### src/rtl/hack_alu_seq.sv
// Registered Hack ALU with start/done handshake.
// Adds a W-cycle shift-add multiply and a carry-out flag.
module hack_alu_seq #(
  parameter int W  = 16,
  parameter int CW = $clog2(W+1)
) (
  input  logic         clock,
  input  logic         reset,
  input  logic         start,
  input  logic [W-1:0] x,
  input  logic [W-1:0] y,
  input  logic         zx,
  input  logic         nx,
  input  logic         zy,
  input  logic         ny,
  input  logic         f,
  input  logic         no,
  input  logic         mul,
  output logic [W-1:0] out,
  output logic         zr,
  output logic         ng,
  output logic         cy,
  output logic         busy,
  output logic         done
);

  typedef enum logic {
    IDLE,
    MUL
  } state_e;

  state_e        state_q, state_d;
  logic [W-1:0]  mcand_q, mcand_d;
  logic [W-1:0]  mplier_q, mplier_d;
  logic [W-1:0]  acc_q, acc_d;
  logic [CW-1:0] cnt_q, cnt_d;
  logic [W-1:0]  out_q, out_d;
  logic          zr_q, zr_d;
  logic          ng_q, ng_d;
  logic          cy_q, cy_d;
  logic          done_q, done_d;

  logic [W-1:0]  xz, xs, yz, ys;
  logic [W:0]    sum;
  logic [W-1:0]  fr, res;
  logic [W-1:0]  acc_nx;
  logic          last;

  // Hack function: operand conditioning, add/and, output inversion
  always_comb begin
    xz  = zx ? '0 : x;
    xs  = nx ? ~xz : xz;
    yz  = zy ? '0 : y;
    ys  = ny ? ~yz : yz;
    sum = {1'b0, xs} + {1'b0, ys};
    fr  = f ? sum[W-1:0] : (xs & ys);
    res = no ? ~fr : fr;
  end

  // One shift-add step; last step is the W-th iteration
  always_comb begin
    acc_nx = mplier_q[0] ? (acc_q + mcand_q) : acc_q;
    last   = (cnt_q == CW'(W - 1));
  end

  // Next state, datapath updates and the done pulse
  always_comb begin
    state_d  = state_q;
    mcand_d  = mcand_q;
    mplier_d = mplier_q;
    acc_d    = acc_q;
    cnt_d    = cnt_q;
    out_d    = out_q;
    zr_d     = zr_q;
    ng_d     = ng_q;
    cy_d     = cy_q;
    done_d   = 1'b0;
    unique case (state_q)
      IDLE: begin
        if (start) begin
          if (mul) begin
            mcand_d  = x;
            mplier_d = y;
            acc_d    = '0;
            cnt_d    = '0;
            state_d  = MUL;
          end else begin
            out_d  = res;
            zr_d   = (res == '0);
            ng_d   = res[W-1];
            cy_d   = f & sum[W];
            done_d = 1'b1;
          end
        end
      end
      MUL: begin
        acc_d    = acc_nx;
        mcand_d  = mcand_q << 1;
        mplier_d = mplier_q >> 1;
        cnt_d    = cnt_q + CW'(1);
        if (last) begin
          out_d   = acc_nx;
          zr_d    = (acc_nx == '0);
          ng_d    = acc_nx[W-1];
          cy_d    = 1'b0;
          done_d  = 1'b1;
          state_d = IDLE;
        end
      end
    endcase
  end

  // State and result registers with synchronous reset
  always_ff @(posedge clock) begin
    if (reset) begin
      state_q  <= IDLE;
      mcand_q  <= '0;
      mplier_q <= '0;
      acc_q    <= '0;
      cnt_q    <= '0;
      out_q    <= '0;
      zr_q     <= 1'b1;
      ng_q     <= 1'b0;
      cy_q     <= 1'b0;
      done_q   <= 1'b0;
    end else begin
      state_q  <= state_d;
      mcand_q  <= mcand_d;
      mplier_q <= mplier_d;
      acc_q    <= acc_d;
      cnt_q    <= cnt_d;
      out_q    <= out_d;
      zr_q     <= zr_d;
      ng_q     <= ng_d;
      cy_q     <= cy_d;
      done_q   <= done_d;
    end
  end

  assign out  = out_q;
  assign zr   = zr_q;
  assign ng   = ng_q;
  assign cy   = cy_q;
  assign done = done_q;
  assign busy = (state_q == MUL);

endmodule

### config.mk
export PLATFORM = sky130hd
export DESIGN_NAME = hack_alu_seq
export DESIGN_NICKNAME = d
export VERILOG_FILES = /design/src/rtl/hack_alu_seq.sv
export SDC_FILE = /design/constraint.sdc
export NUM_CORES = 1
export LEC_CHECK = 0
export BUFFER_PORTS_ARGS = -buffer_cell sky130_fd_sc_hd__buf_2
export CORE_MARGIN = 2
export CORE_UTILIZATION = 40
export DETAILED_ROUTE_END_ITERATION = 8
export PLACE_DENSITY_LB_ADDON = 0.05
export RECOVER_POWER = 100
export SYNTH_ARGS = -nofsm -noshare
export SYNTH_HDL_FRONTEND = slang
export SYNTH_SLANG_ARGS = --single-unit
### constraint.sdc
create_clock -name clock -period 3.95 [get_ports clock]
set_input_delay 0.395 -clock clock [delete_from_list [all_inputs] [get_ports clock]]
set_output_delay 0.395 -clock clock [all_outputs]
set_load 0.02 [all_outputs]
==> run_results.csv <==
group,metric,value,unit
synth,synth_top_area_cell,"dfxtp_1",
timing,min_period_over_period,88.5,%
synth,yosys.area.top_type_share,25.3,%
routing,vias,5623,
power_and_ir_drop,p_leak,2.55,nW
timing,drv_slew,0,
routing,viasPerCell,5.66,
power_and_ir_drop,p_switching,0.000806,W
synth,syn-instance-count,776,
power_and_ir_drop,irDropWorstVdd,279,uV
setup_path,criticalPathCategory,"register to register",
power_and_ir_drop,power_density,375,nW/um^2
global_routing,grt_pass1_vias,5202,
routing,drt_wl_total,17500,um
timing,skew,0.00535,ns
place,pre_cts_slack,0.226,ns
final_layout,post_route_cells_drive_above_1_share,10.3,%
timing,fin_ws,0.454,ns
setup_path,end_kind,"register",
synth,synth.distinct_cells,71,
place,io_buffers,62,
place,dp_cells,978,
routing,avgRoutedWirePerCell,17.6,um
timing,rsz0062_at_grt,"false",
timing,final_hold_viol_count,0,
floorplanning,rows,43,
synth,syn_nets,853,
final_layout,insertedDiodeCount,0,
cts,hold_buffers,0,
flow_run,drv_cap,0,
synth,synth-edff-count,0,
routing,drt_iter0_drc,401,
synth,synth_area_per_cell,7.46,sq um
timing,setup_tns,0,ns
routing,drc,0,
cts,cts_tree,"yes",
setup_path,max_stage_delay,0.98,ns
cts,ctsResizeCount,0,
setup_path,crit_arrival,3.73,ns
floorplanning,start_util,41.4,%
place,place_congestion,0.918,
floorplanning,die_h,124,um
routing,drtAntennaViolNets,0,
floorplanning,core-area,14000,sq um
power_and_ir_drop,p_clk_share,35.3,%
setup_path,worstPathRequired,4.18,ns
outcome,status,"finished clean",
cts,h-tree-depth,3,
setup_path,cp_slowest_cell,"dfxtp_1",
final_layout,instances_no_fill,993,
floorplanning,die_w,124,um
power_and_ir_drop,pwr-share-seq,33.0,%
setup_path,r2r_setup_slack,0.45,ns
cts,cts-buffers-inserted,9,
synth,yosysWarnings,0,
setup_path,worstPathMaxFanout,57,
global_routing,grt_max_degree,74,
cts,path_clk_slew,0.05,ns
timing,fmax,0.286,GHz
synth,syn_area,5790,sq um
synth,ys_top_cells_by_area,"dfxtp_1 (25%), a21oi_1 (9.3%), xnor2_1 (7.7%)",
final_layout,area_delta_synth_final,11.6,%
global_routing,antenna_found_initial,0,
floorplanning,die-area,15400,sq um
synth,ys_seq_area_share,25.3,%
power_and_ir_drop,power_frac_comb,31.7,%
power_and_ir_drop,internal-power,0.00162,W
cts,clock_latency,0.34,ns
global_routing,grt-ovfl-total,0,
cts,clockBufferDepth,2,
synth,synth.ff_latch_count,73,
timing,relSlewSlack,14.2,%
cts,ctsRootBufferMaster,"clkbuf_16",
global_routing,grt_pass1_wl,28200,um
setup_path,cp_cell_sequence,"clkbuf_2 -> o21ai_0 -> nor3_1 -> nor3_1 -> nand2_1 -> nor4_1 -> nand4b_1 -> nor4_1 -> a21o_1",
worst_hold_path,hp-class,"input port to register",
timing,finalCriticalPeriod,3.50,ns
floorplanning,pin_count,63,
routing,drt-pass1-iter-count,5,
timing,worst_pin_slew,1.29,ns
final_layout,nNetsFinal,886,
synth,synthArstFlopShare,0,%
synth,yosys_most_used_dff,"dfxtp_1",
power_and_ir_drop,swShare,33.3,%
power_and_ir_drop,finalPower,0.00242,W
place,dpl.hpwl,13500,um
setup_path,crit_path_start_kind,"register",
global_routing,grt.total_usage,22.6,%
cts,post_cts_buffers,0,
timing,finalSetupViolCount,0,
timing,fin_worst_hold_slack,0.412,ns
cts,cts_sinks,73,
-- cell usage after synthesis (8+ instances only) --
| library cell | number |
|---|---|
| a211oi_1 | 9 |
| a21o_1 | 10 |
| a21oi_1 | 108 |
| buf_1 | 9 |
| clkbuf_1 | 41 |
| dfxtp_1 | 73 |
| ha_1 | 33 |
| inv_1 | 9 |
| mux2i_1 | 15 |
| nand2_1 | 79 |
| nand2b_1 | 35 |
| nand3_1 | 42 |
| nor2_1 | 79 |
| nor3_1 | 18 |
| nor4_1 | 8 |
| o211ai_1 | 10 |
| o21ai_0 | 22 |
| xnor2_1 | 51 |
| xor2_1 | 13 |
-- power groups by stage --
stage / logic [W] / registers, W / clock network (W)
final: 0.000768 / 0.000800 / 0.000856
after floorplan: 0.000550 / 0.000822 / 0
after CTS: 0.000771 / 0.000800 / 0.000882
after global routing: 0.000846 / 0.000805 / 0.000915
after detailed placement: 0.000767 / 0.000816 / 0
after global placement: 0.000766 / 0.000815 / 0
-- metrics by stage --
stage          instance area, sq um  util (%)
2_1_floorplan                  5790         -
3_3_place_gp                   6200      44.3
3_5_place_dp                   6200      44.3
4_1_cts                        6510      46.6
5_1_grt                        6460      46.2
6_report                       6460      46.2
-- final cells by class --
| class | count | area [sq um] |
|---|---|---|
| Tap cell | 180 | 225 |
| Multi-Input combinational cell | 640 | 4060 |
| Sequential cell | 73 | 1460 |
| Timing Repair Buffer | 76 | 370 |
| Inverter | 9 | 33.8 |
| Clock inverter | 5 | 81.3 |
| Fill cell | 1442 | 7530 |
| Clock buffer | 10 | 229 |
-- critical path: cells and delay by family (launching register included) --
kind / cells / cell delay, ns
compound gates: 2 / 0.48
flops: 1 / 0.98
simple gates: 6 / 0.94
buf+inv: 1 / 0.97
-- registers in the layout (all words and copies together) (netlist names) --
name      count
cnt_q         5
done          1
mplier_q     16
acc_q        16
cy            1
zr            1
busy          1
out          16
mcand_q      16
-- worst paths after layout --
| kind | from | end | cells past startpoint |
|---|---|---|---|
| min reg2reg | out[1] | out[1] | 2 |
| max | busy | zr | 9 |
| max reg2reg | busy | zr | 9 |
| min | x[0] | mcand_q[0] | 3 |
-- cells by family (layout without fill, tap and decap cells) --
kind of cell	count (synthesis)	count (layout)	share of synthesized area (%)
xor gates and xnor gates	64	64	9.69
muxes	22	22	3.96
DFF	73	73	25.3
and+or+nand+nor	301	301	24.9
adders and majority gates	35	35	7.83
buffers and inverters	63	100	4.52
AOI/OAI and AO/OA	218	218	23.9
-- layout by cell type (no fill, tap or decap), types with 4 or more instances in the layout --
master	Yosys	routed
a21oi_1	108	108
dfxtp_1	73	73
a311oi_1	4	4
nor4_1	8	8
or3_1	5	5
buf_4	2	9
nor2_1	79	79
buf_2	0	40
o211ai_1	10	10
nor2b_1	7	7
clkbuf_1	41	27
a211oi_1	9	9
nand2b_1	35	35
and3_1	4	4
xor2_1	13	13
nand4_1	4	4
nor3_1	18	18
mux2i_1	15	15
o21ai_0	22	24
a21o_1	10	10
clkbuf_16	0	9
mux2_2	7	7
nand3_1	42	42
a22oi_1	5	5
a31oi_1	7	7
nand2_1	79	79
or2_2	4	4
inv_1	9	9
ha_1	33	33
xnor2_1	51	51
-- layer usage --
metal / vias to the layer above / part of all wire, % / track usage [%]
li1: 2847 / - / -
met1: 2637 / 48 / 31.3
met2: 124 / 47 / 36.7
met3: 15 / 3.7 / 3.61
met4: 0 / 1.4 / 6.01
met5: - / 0 / 0
Note: power is estimated with default switching activity, not from simulation.
